`src/rtl/bwzz_pkg.sv`:
```
// Shared types and constants for the BWZZ pipeline hazard/interrupt control.
package bwzz_pkg;

  // Scoreboard destination field is wider than any supported register address.
  localparam int unsigned SB_ADDR_W   = 16;
  localparam int unsigned FWD_REGFILE = 0;
  localparam int unsigned FWD_EX      = 1;

  typedef struct packed {
    logic                 valid;
    logic [SB_ADDR_W-1:0] dst;
    logic                 reg_write;
    logic                 mem_read;
  } sb_entry_t;

  typedef enum logic [1:0] {IDLE, DRAIN, SAVE, VECTOR} int_state_t;

endpackage

```
`src/rtl/hazard_ctrl_if.sv`:
```
// Decode-side bundle between the ID stage and hazard_ctrl.
interface hazard_ctrl_if #(
  parameter int unsigned REG_ADDR_W = 4,
  parameter int unsigned FWD_SEL_W  = 2
);
  logic                  id_valid;
  logic [REG_ADDR_W-1:0] id_src_addr;
  logic [REG_ADDR_W-1:0] id_dst_addr;
  logic                  id_src_used;
  logic                  id_dst_used;
  logic                  id_reg_write;
  logic                  id_mem_read;
  logic                  branch_taken;
  logic                  int_req;
  logic                  stall;
  logic                  flush_if_id;
  logic                  flush_id_ex;
  logic [FWD_SEL_W-1:0]  fwd_sel_src;
  logic [FWD_SEL_W-1:0]  fwd_sel_dst;
  logic                  int_save;
  logic                  int_ack;
  logic                  int_busy;

  modport master (
    output id_valid, id_src_addr, id_dst_addr, id_src_used, id_dst_used,
           id_reg_write, id_mem_read, branch_taken, int_req,
    input  stall, flush_if_id, flush_id_ex, fwd_sel_src, fwd_sel_dst,
           int_save, int_ack, int_busy
  );

  modport slave (
    input  id_valid, id_src_addr, id_dst_addr, id_src_used, id_dst_used,
           id_reg_write, id_mem_read, branch_taken, int_req,
    output stall, flush_if_id, flush_id_ex, fwd_sel_src, fwd_sel_dst,
           int_save, int_ack, int_busy
  );
endinterface

```
`src/rtl/hazard_match.sv`:
```
// Nearest-stage priority encoder for one ID operand against the scoreboard.
// HAZARD_FWD_EN: defined -> forward and stall on load-use only; undefined -> full interlock.
module hazard_match
  import bwzz_pkg::*;
#(
  parameter int unsigned NUM_STAGES = 3,
  parameter int unsigned FWD_SEL_W  = $clog2(NUM_STAGES + 1)
) (
  input  sb_entry_t [NUM_STAGES:1] sb_i,
  input  logic [SB_ADDR_W-1:0]     addr_i,
  input  logic                     used_i,
  input  logic                     id_valid_i,
  output logic [FWD_SEL_W-1:0]     fwd_sel_o,
  output logic                     stall_hit_o
);

  logic [FWD_SEL_W-1:0] near_k;
  logic                 near_mr;
  logic                 any_hit;
  logic                 load_hit;

  // Scan oldest to youngest so the nearest match overwrites the rest.
  always_comb begin
    near_k  = FWD_SEL_W'(FWD_REGFILE);
    near_mr = 1'b0;
    any_hit = 1'b0;
    for (int k = NUM_STAGES; k >= 1; k--) begin
      if (id_valid_i && used_i && sb_i[k].valid && sb_i[k].reg_write &&
          (sb_i[k].dst == addr_i)) begin
        near_k  = FWD_SEL_W'(k);
        near_mr = sb_i[k].mem_read;
        any_hit = 1'b1;
      end
    end
  end

  assign load_hit = (near_k == FWD_SEL_W'(FWD_EX)) && near_mr;

`ifdef HAZARD_FWD_EN
  assign fwd_sel_o   = near_k;
  assign stall_hit_o = load_hit;
`else
  // load_hit is a subset of any_hit; both builds share the same encoder.
  assign fwd_sel_o   = '0;
  assign stall_hit_o = any_hit | load_hit;
`endif

endmodule

```
`src/rtl/hazard_ctrl.sv`:
```
// Hazard, forwarding and interrupt-sequencing controller beside the ID stage.
// HAZARD_FWD_EN selects forwarding (defined) or full interlock (undefined).
module hazard_ctrl
  import bwzz_pkg::*;
#(
  parameter int unsigned REG_ADDR_W = 4,
  parameter int unsigned NUM_STAGES = 3,
  parameter int unsigned FWD_SEL_W  = $clog2(NUM_STAGES + 1)
) (
  input  logic          clk,
  input  logic          reset,
  hazard_ctrl_if.slave  bus_io
);

  sb_entry_t [NUM_STAGES:1] sb_q, sb_d;
  int_state_t               state_q, state_d;

  logic [SB_ADDR_W-1:0] src_ext, dst_ext;
  logic                 src_hit, dst_hit;
  logic                 drain_busy;
  logic                 stall, flush_if_id, flush_id_ex, int_save, int_ack;

  assign src_ext = {{(SB_ADDR_W - REG_ADDR_W){1'b0}}, bus_io.id_src_addr};
  assign dst_ext = {{(SB_ADDR_W - REG_ADDR_W){1'b0}}, bus_io.id_dst_addr};

  hazard_match #(.NUM_STAGES(NUM_STAGES), .FWD_SEL_W(FWD_SEL_W)) u_match_src (
    .sb_i        (sb_q),
    .addr_i      (src_ext),
    .used_i      (bus_io.id_src_used),
    .id_valid_i  (bus_io.id_valid),
    .fwd_sel_o   (bus_io.fwd_sel_src),
    .stall_hit_o (src_hit)
  );

  hazard_match #(.NUM_STAGES(NUM_STAGES), .FWD_SEL_W(FWD_SEL_W)) u_match_dst (
    .sb_i        (sb_q),
    .addr_i      (dst_ext),
    .used_i      (bus_io.id_dst_used),
    .id_valid_i  (bus_io.id_valid),
    .fwd_sel_o   (bus_io.fwd_sel_dst),
    .stall_hit_o (dst_hit)
  );

  // Last stage retires this cycle, so only the younger ones keep DRAIN alive.
  always_comb begin
    drain_busy = 1'b0;
    for (int k = 1; k < NUM_STAGES; k++) begin
      if (sb_q[k].valid) drain_busy = 1'b1;
    end
  end

  always_comb begin
    state_d     = state_q;
    stall       = 1'b0;
    flush_if_id = 1'b0;
    flush_id_ex = 1'b0;
    int_save    = 1'b0;
    int_ack     = 1'b0;
    case (state_q)
      IDLE: begin
        if (bus_io.branch_taken) begin
          flush_if_id = 1'b1;
          flush_id_ex = 1'b1;
        end else if (src_hit || dst_hit) begin
          stall       = 1'b1;
          flush_id_ex = 1'b1;
        end
        if (bus_io.int_req && !bus_io.branch_taken) state_d = DRAIN;
      end
      DRAIN: begin
        stall       = 1'b1;
        flush_id_ex = 1'b1;
        flush_if_id = bus_io.branch_taken;
        if (!drain_busy) state_d = SAVE;
      end
      SAVE: begin
        stall    = 1'b1;
        int_save = 1'b1;
        state_d  = VECTOR;
      end
      VECTOR: begin
        int_ack     = 1'b1;
        flush_if_id = 1'b1;
        state_d     = IDLE;
      end
      default: state_d = IDLE;
    endcase
  end

  always_comb begin
    sb_d = '0;
    if (bus_io.id_valid && !stall && !flush_id_ex) begin
      sb_d[1].valid     = 1'b1;
      sb_d[1].dst       = dst_ext;
      sb_d[1].reg_write = bus_io.id_reg_write;
      sb_d[1].mem_read  = bus_io.id_mem_read;
    end
    for (int k = 2; k <= NUM_STAGES; k++) sb_d[k] = sb_q[k-1];
  end

  always_ff @(posedge clk or posedge reset) begin
    if (reset) begin
      sb_q    <= '0;
      state_q <= IDLE;
    end else begin
      sb_q    <= sb_d;
      state_q <= state_d;
    end
  end

  assign bus_io.stall       = stall;
  assign bus_io.flush_if_id = flush_if_id;
  assign bus_io.flush_id_ex = flush_id_ex;
  assign bus_io.int_save    = int_save;
  assign bus_io.int_ack     = int_ack;
  assign bus_io.int_busy    = (state_q != IDLE);

endmodule
```
`src/flat_wrapper.sv`:
```
// flat-port wrapper written by rule: the top's interface ports become plain ports
module hazard_ctrl_flat import bwzz_pkg::*;
#(
  parameter int unsigned REG_ADDR_W = 4,
  parameter int unsigned NUM_STAGES = 3,
  parameter int unsigned FWD_SEL_W  = $clog2(NUM_STAGES + 1)
)
  (clk, reset, bus_io_id_valid, bus_io_id_src_addr, bus_io_id_dst_addr, bus_io_id_src_used, bus_io_id_dst_used, bus_io_id_reg_write, bus_io_id_mem_read, bus_io_branch_taken, bus_io_int_req, bus_io_stall, bus_io_flush_if_id, bus_io_flush_id_ex, bus_io_fwd_sel_src, bus_io_fwd_sel_dst, bus_io_int_save, bus_io_int_ack, bus_io_int_busy);
  hazard_ctrl_if #(.REG_ADDR_W(REG_ADDR_W), .FWD_SEL_W(FWD_SEL_W)) bus_io_i ();
  input  logic clk;
  input  logic reset;
  input wire logic [$bits(bus_io_i.id_valid)-1:0] bus_io_id_valid;
  input wire logic [$bits(bus_io_i.id_src_addr)-1:0] bus_io_id_src_addr;
  input wire logic [$bits(bus_io_i.id_dst_addr)-1:0] bus_io_id_dst_addr;
  input wire logic [$bits(bus_io_i.id_src_used)-1:0] bus_io_id_src_used;
  input wire logic [$bits(bus_io_i.id_dst_used)-1:0] bus_io_id_dst_used;
  input wire logic [$bits(bus_io_i.id_reg_write)-1:0] bus_io_id_reg_write;
  input wire logic [$bits(bus_io_i.id_mem_read)-1:0] bus_io_id_mem_read;
  input wire logic [$bits(bus_io_i.branch_taken)-1:0] bus_io_branch_taken;
  input wire logic [$bits(bus_io_i.int_req)-1:0] bus_io_int_req;
  output wire logic [$bits(bus_io_i.stall)-1:0] bus_io_stall;
  output wire logic [$bits(bus_io_i.flush_if_id)-1:0] bus_io_flush_if_id;
  output wire logic [$bits(bus_io_i.flush_id_ex)-1:0] bus_io_flush_id_ex;
  output wire logic [$bits(bus_io_i.fwd_sel_src)-1:0] bus_io_fwd_sel_src;
  output wire logic [$bits(bus_io_i.fwd_sel_dst)-1:0] bus_io_fwd_sel_dst;
  output wire logic [$bits(bus_io_i.int_save)-1:0] bus_io_int_save;
  output wire logic [$bits(bus_io_i.int_ack)-1:0] bus_io_int_ack;
  output wire logic [$bits(bus_io_i.int_busy)-1:0] bus_io_int_busy;
  assign bus_io_i.id_valid = bus_io_id_valid;
  assign bus_io_i.id_src_addr = bus_io_id_src_addr;
  assign bus_io_i.id_dst_addr = bus_io_id_dst_addr;
  assign bus_io_i.id_src_used = bus_io_id_src_used;
  assign bus_io_i.id_dst_used = bus_io_id_dst_used;
  assign bus_io_i.id_reg_write = bus_io_id_reg_write;
  assign bus_io_i.id_mem_read = bus_io_id_mem_read;
  assign bus_io_i.branch_taken = bus_io_branch_taken;
  assign bus_io_i.int_req = bus_io_int_req;
  assign bus_io_stall = bus_io_i.stall;
  assign bus_io_flush_if_id = bus_io_i.flush_if_id;
  assign bus_io_flush_id_ex = bus_io_i.flush_id_ex;
  assign bus_io_fwd_sel_src = bus_io_i.fwd_sel_src;
  assign bus_io_fwd_sel_dst = bus_io_i.fwd_sel_dst;
  assign bus_io_int_save = bus_io_i.int_save;
  assign bus_io_int_ack = bus_io_i.int_ack;
  assign bus_io_int_busy = bus_io_i.int_busy;
  hazard_ctrl #(.REG_ADDR_W(REG_ADDR_W), .NUM_STAGES(NUM_STAGES), .FWD_SEL_W(FWD_SEL_W)) u_core (.clk(clk), .reset(reset), .bus_io(bus_io_i));
endmodule
```
`config.mk`:
```
export PLATFORM = sky130hd
export DESIGN_NAME = hazard_ctrl_flat
export DESIGN_NICKNAME = d
export VERILOG_FILES = /design/src/rtl/bwzz_pkg.sv /design/src/rtl/hazard_ctrl_if.sv /design/src/rtl/hazard_match.sv /design/src/rtl/hazard_ctrl.sv /design/src/flat_wrapper.sv
export SDC_FILE = /design/constraint.sdc
export NUM_CORES = 1
export LEC_CHECK = 0
export ABC_CLOCK_PERIOD_IN_PS = 2190
export CORE_UTILIZATION = 45
export DETAILED_ROUTE_END_ITERATION = 16
export HOLD_SLACK_MARGIN = 0.05
export PLACE_DENSITY_LB_ADDON = 0.15
export SYNTH_ARGS = -nofsm -noshare
export SYNTH_HDL_FRONTEND = slang
export SYNTH_HIERARCHICAL = 1
export SYNTH_SLANG_ARGS = --single-unit
export TNS_END_PERCENT = 30
```
`constraint.sdc`:
```
create_clock -name clk -period 2.19 [get_ports clk]
set_clock_uncertainty 0.05 [all_clocks]
set_input_delay 0.438 -clock clk [delete_from_list [all_inputs] [get_ports clk]]
set_output_delay 0.438 -clock clk [all_outputs]
set_load 0.01 [all_outputs]
```
## After elaboration in Yosys (flattened, before gate mapping)

Index checks and enable logic that the tools add are counted.

| storage, ports and cells | value |
|---|---|
| register bits after elaboration | 59 |
| logic and storage cells | 94 |
| bits of input ports | 17 |
| output and inout port bits | 10 |

| operators by class | value |
|---|---|
| equal/unequal tests | 13 |
| reductions and logical operators | 33 |
| bitwise logic cells | 2 |
| multiplexer cells | 33 |

Operators with widths:

| operator | count |
|---|---|
| $eq 16x4->1 | 6 |
| $logic_and 1x1->1 | 25 |
| $mux 1 | 20 |
| $mux 19 | 1 |
| $mux 2 | 8 |
| $pmux 2 s4 | 1 |
| $eq 2x1->1 const B | 3 |
| $eq 2x2->1 const B | 2 |
| $pmux 1 s2 | 2 |
| $logic_not 1->1 | 3 |
| $pmux 1 s3 | 1 |
| $logic_not 2->1 | 1 |
| $ne 2x1->1 const B | 1 |
| $ne 2x2->1 const B | 1 |
| $or 1x1->1 | 2 |
| $reduce_and 2->1 | 1 |
| $reduce_bool 2->1 | 1 |
| $reduce_or 2->1 | 1 |
| $logic_or 1x1->1 | 1 |

## Longest topological paths before layout

| depth | value |
|---|---|
| word-level depth | 18 |
| mapped depth | 8 |

## Modules after synthesis

The synthesis kept the hierarchy.

By module, submodules not included:

| module | times used | area an instance (um^2) | cells an instance | seq. area each (um^2) |
|---|---|---|---|---|
| hazard_match | 2 | 563.0 | 71 | 0.0 |
| hazard_ctrl | 1 | 847.1 | 62 | 575.6 |

## Least setup slack after synthesis

OpenSTA, ideal clock, no wires.

| timing path | value |
|---|---|
| path type | in2out |
| start | input port bus_io_id_valid |
| end | output port bus_io_stall |
| cell stages on the path | 8 |
| setup slack | 14 ps |
| arrival | 1,688 ps |
| cells stage by stage | and2_0 -> nand4_1 -> nor4_1 -> nand4_1 -> nand3_1 -> nor2_2 -> o31ai_4 -> and2_1 |

| between the ends | value |
|---|---|
| longest elaborated chain between the ends | 14 |

RTL lines:

| item | RTL line | text |
|---|---|---|
| start, declared | flat_wrapper.sv:12 | `input wire logic [$bits(bus_io_i.id_valid)-1:0] bus_io_id_valid;` |
| $logic_and 1x1->1 * | hazard_match.sv:28 | `if (id_valid_i && used_i && sb_i[k].valid && sb_i[k].reg_write &&` |
| $logic_and 1x1->1 (3 in series) | hazard_match.sv:28 |  |
| $mux 2 (3 in series) | hazard_match.sv:28 |  |
| $eq 2x1->1 | hazard_match.sv:37 | `assign load_hit = (near_k == FWD_SEL_W'(FWD_EX)) && near_mr;` |
| $logic_and 1x1->1 | hazard_match.sv:37 |  |
| $or 1x1->1 * | hazard_match.sv:45 | `assign stall_hit_o = any_hit \| load_hit;` |
| named net u_core.dst_hit | hazard_ctrl.sv:19 | `logic src_hit, dst_hit;` |
| $logic_or 1x1->1 * | hazard_ctrl.sv:64 | `end else if (src_hit \|\| dst_hit) begin` |
| $mux 1 * | hazard_ctrl.sv:64 |  |
| $mux 1 * | hazard_ctrl.sv:61 | `if (bus_io.branch_taken) begin` |
| $pmux 1 s2 * | hazard_ctrl.sv:59 | `case (state_q)` |
| end, declared | flat_wrapper.sv:21 | `output wire logic [$bits(bus_io_i.stall)-1:0] bus_io_stall;` |

The timed path passes the listed nets; every way through them passes the cells marked *.

## Final worst setup path

| timing path | value |
|---|---|
| start | register u_core.sb_q (netlist bit u_core/sb_d[40]) |
| end | output port bus_io_stall |

| between the ends | value |
|---|---|
| longest elaborated chain between the ends | 11 |

RTL lines:

| item | RTL line | text |
|---|---|---|
| start, declared | hazard_ctrl.sv:15 | `sb_entry_t [NUM_STAGES:1] sb_q, sb_d;` |
| start signal, assigned | hazard_ctrl.sv:103 | `sb_q <= '0;` |
| start signal, assigned | hazard_ctrl.sv:106 | `sb_q <= sb_d;` |
| $eq 16x4->1 * | hazard_match.sv:29 | `(sb_i[k].dst == addr_i)) begin` |
| $logic_and 1x1->1 * | hazard_match.sv:28 |  |
| $mux 2 (2 in series) | hazard_match.sv:28 |  |
| $eq 2x1->1 | hazard_match.sv:37 |  |
| $logic_and 1x1->1 | hazard_match.sv:37 |  |
| $or 1x1->1 * | hazard_match.sv:45 |  |
| named net u_core.src_hit | hazard_ctrl.sv:19 |  |
| $logic_or 1x1->1 * | hazard_ctrl.sv:64 |  |
| $mux 1 * | hazard_ctrl.sv:64 |  |
| $mux 1 * | hazard_ctrl.sv:61 |  |
| $pmux 1 s2 * | hazard_ctrl.sv:59 |  |

Marks and branches as above.

==> impl_metrics.env <==
export IMPL_reg2reg_from="u_core/sb_d[40]"
export IMPL_violations="setup timing"
export IMPL_num_antenna_cells=0
export IMPL_die_x_um=66.8
export IMPL_synth_area_sq_um=1890
export IMPL_antenna_found_initial=0
export IMPL_post_place_ws_ps=-1270
export IMPL_grt_util_all_layers_pct=21.0
export IMPL_cts_tree="built"
export IMPL_clkTransAtPathRegs_ps=80
export IMPL_drv_cap=0
export IMPL_rrSetupSlack_ps=10
export IMPL_grt_setup_unrepaired="yes"
export IMPL_p_per_area_nw_per_um2=705
export IMPL_start_util_pct=47.2
export IMPL_drc=0
export IMPL_dp_hpwl_um=3260
export IMPL_holdPathEnd="u_core/sb_d[39]"
export IMPL_reg2regPathDepth=12
export IMPL_seq_area_sq_um=500
export IMPL_syn_avg_cell_area_sq_um=9.48
export IMPL_slew_violations=0
export IMPL_cp_start_kind="register"
export IMPL_hold_slack_ps=366
export IMPL_clock_sinks=20
export IMPL_grt_pass1_wl_um=6760
export IMPL_layout_min_cycle_time_ps=2620
export IMPL_hold_depth=0
export IMPL_viasPerCell=3.93
export IMPL_htreeDepth=1
export IMPL_ir_drop_v=0.000691
export IMPL_multi_input_comb_area_sq_um=1960
export IMPL_grt_pass1_vias=1578
export IMPL_core_area_sq_um=4000
export IMPL_power_total_mw=2.16
export IMPL_num_vias=1753
export IMPL_ios=27
export IMPL_rr_endpoint="u_core/sb_d[20]"
export IMPL_fillerInstances=306
export IMPL_min_path_type="reg2reg"
export IMPL_synthCells=199
export IMPL_cp_arrival_ps=2130
export IMPL_hold_start="u_core/sb_d[20]"
export IMPL_cp_required_ps=1700
export IMPL_root_buffer="clkbuf_8"
export IMPL_p_leak_nw=1.34
export IMPL_rows=23
export IMPL_worstSetupEndpointType="output pin"
export IMPL_clk_latency_ps=260
export IMPL_area_growth_pct=62.1
export IMPL_drt_iter0_drc=18
export IMPL_antenna_left=0
export IMPL_fmax_mhz=382
export IMPL_outcome="finished with violations"
export IMPL_dr_pass1_iters=4
export IMPL_portBuffers=21
export IMPL_cts_path_max_buffers=2
export IMPL_stdcell_count=446
export IMPL_wl_per_cell_um=9.09
export IMPL_fin_setup_tns_ps=-803
export IMPL_drive_above_1_share_pct=14.9
export IMPL_dp_cells=439
export IMPL_worstSetupPathType="reg2out"
export IMPL_setup_slack_ps=-428
export IMPL_critPathMaxFanout=2
export IMPL_die_area_sq_um=4460
export IMPL_gp_congestion=0.785
export IMPL_nets=419
export IMPL_cts_buffers=3
export IMPL_die_h_um=66.8
export IMPL_hold_viol_final=0
export IMPL_final_setup_viol_count=2
export IMPL_finalCritPeriodShare_pct=120
export IMPL_routed_wl_um=4050
export IMPL_grt_max_degree=21
export IMPL_grt_overflow_total=0
export IMPL_ys_warn_count=6
==> power breakdown <==
| part | internal, mW | switching [mW] |
|---|---|---|
| sequential | 0.495 | 0.104 |
| clock | 0.160 | 0.126 |
| combinational | 0.714 | 0.558 |
==> stage by stage <==
step,area [sq um],util (%)
after global routing,3060,76.5
after CTS,3030,75.9
after global placement,2880,72.1
after detailed placement,2880,72.1
final,3060,76.5
after floorplan,2430,-
==> layer usage <==
layer  vias up  share of wire [%]  wire length [um]  GRT usage (%)
met5         -                  0                 0              0
met4         0                2.0                80           7.71
met3         7                3.3               133           2.74
met2        33                 51              2080           38.8
met1       782                 43              1760           24.4
li1        931                  -                 -              -
==> state kept, by name, indices dropped and copies added, names as in the netlist <==
register and cells:
u_core/state_q 2, u_core/sb_q 6, u_core/sb_d 12
==> final cells by class <==
cell class              instances  area share (%)
clock buffers                   4            1.80
well taps                      50            2.04
inverters                       7           0.859
repair buffers                 52            14.9
multi-input cells             313            64.0
flip-flops and latches         20            16.4
==> worst max-delay path by stage <==
stage               cells past startpoint            to             from  slack [ps]
finish                                 10  bus_io_stall  u_core/sb_d[40]        -430
detailed placement                     11  bus_io_stall  bus_io_id_valid       -1270
CTS                                    10  bus_io_stall  u_core/sb_d[40]        -440
global placement                       11  bus_io_stall  bus_io_id_valid       -1220
floorplan                               8  bus_io_stall  bus_io_id_valid          30
global route                           10  bus_io_stall  u_core/sb_d[40]        -540
==> worst max-delay path, cell delays in order, from the launching register on <==
cell     delay, ps
dfrtp_1        420
buf_6          140
xnor2_2        120
nand4_1        140
nor4_2         290
nand4_1        150
nand3_2        110
nor2_4          60
o31ai_4        180
and2_1         150
buf_2          120
==> cell usage in the layout (no fill, tap or decap), types with 3 or more instances in the layout <==
| cell | n |
|---|---|
| clkdlybuf4s15_2 | 4 |
| clkdlybuf4s15_1 | 3 |
| buf_4 | 25 |
| dlygate4sd2_1 | 4 |
| ha_1 | 5 |
| conb_1 | 148 |
| buf_6 | 7 |
| nor4_2 | 3 |
| a211oi_1 | 6 |
| xnor2_2 | 5 |
| inv_1 | 6 |
| nor2_1 | 3 |
| clkdlybuf4s50_1 | 7 |
| nand4_1 | 30 |
| dfrtp_1 | 20 |
| nor4_1 | 3 |
| clkbuf_8 | 4 |
| nand2_1 | 5 |
| xnor2_1 | 91 |
==> repair_timing <==
action / 4_1_cts / 5_1_grt
gates resized for setup: 54 / 3
setup buffers: 2 / 1
hold buffers: 0 / 0
pin swaps: 27 / 7
endpoints found under the setup margin: 9 / 8
No activity file was read; power rests on OpenSTA's default activity.
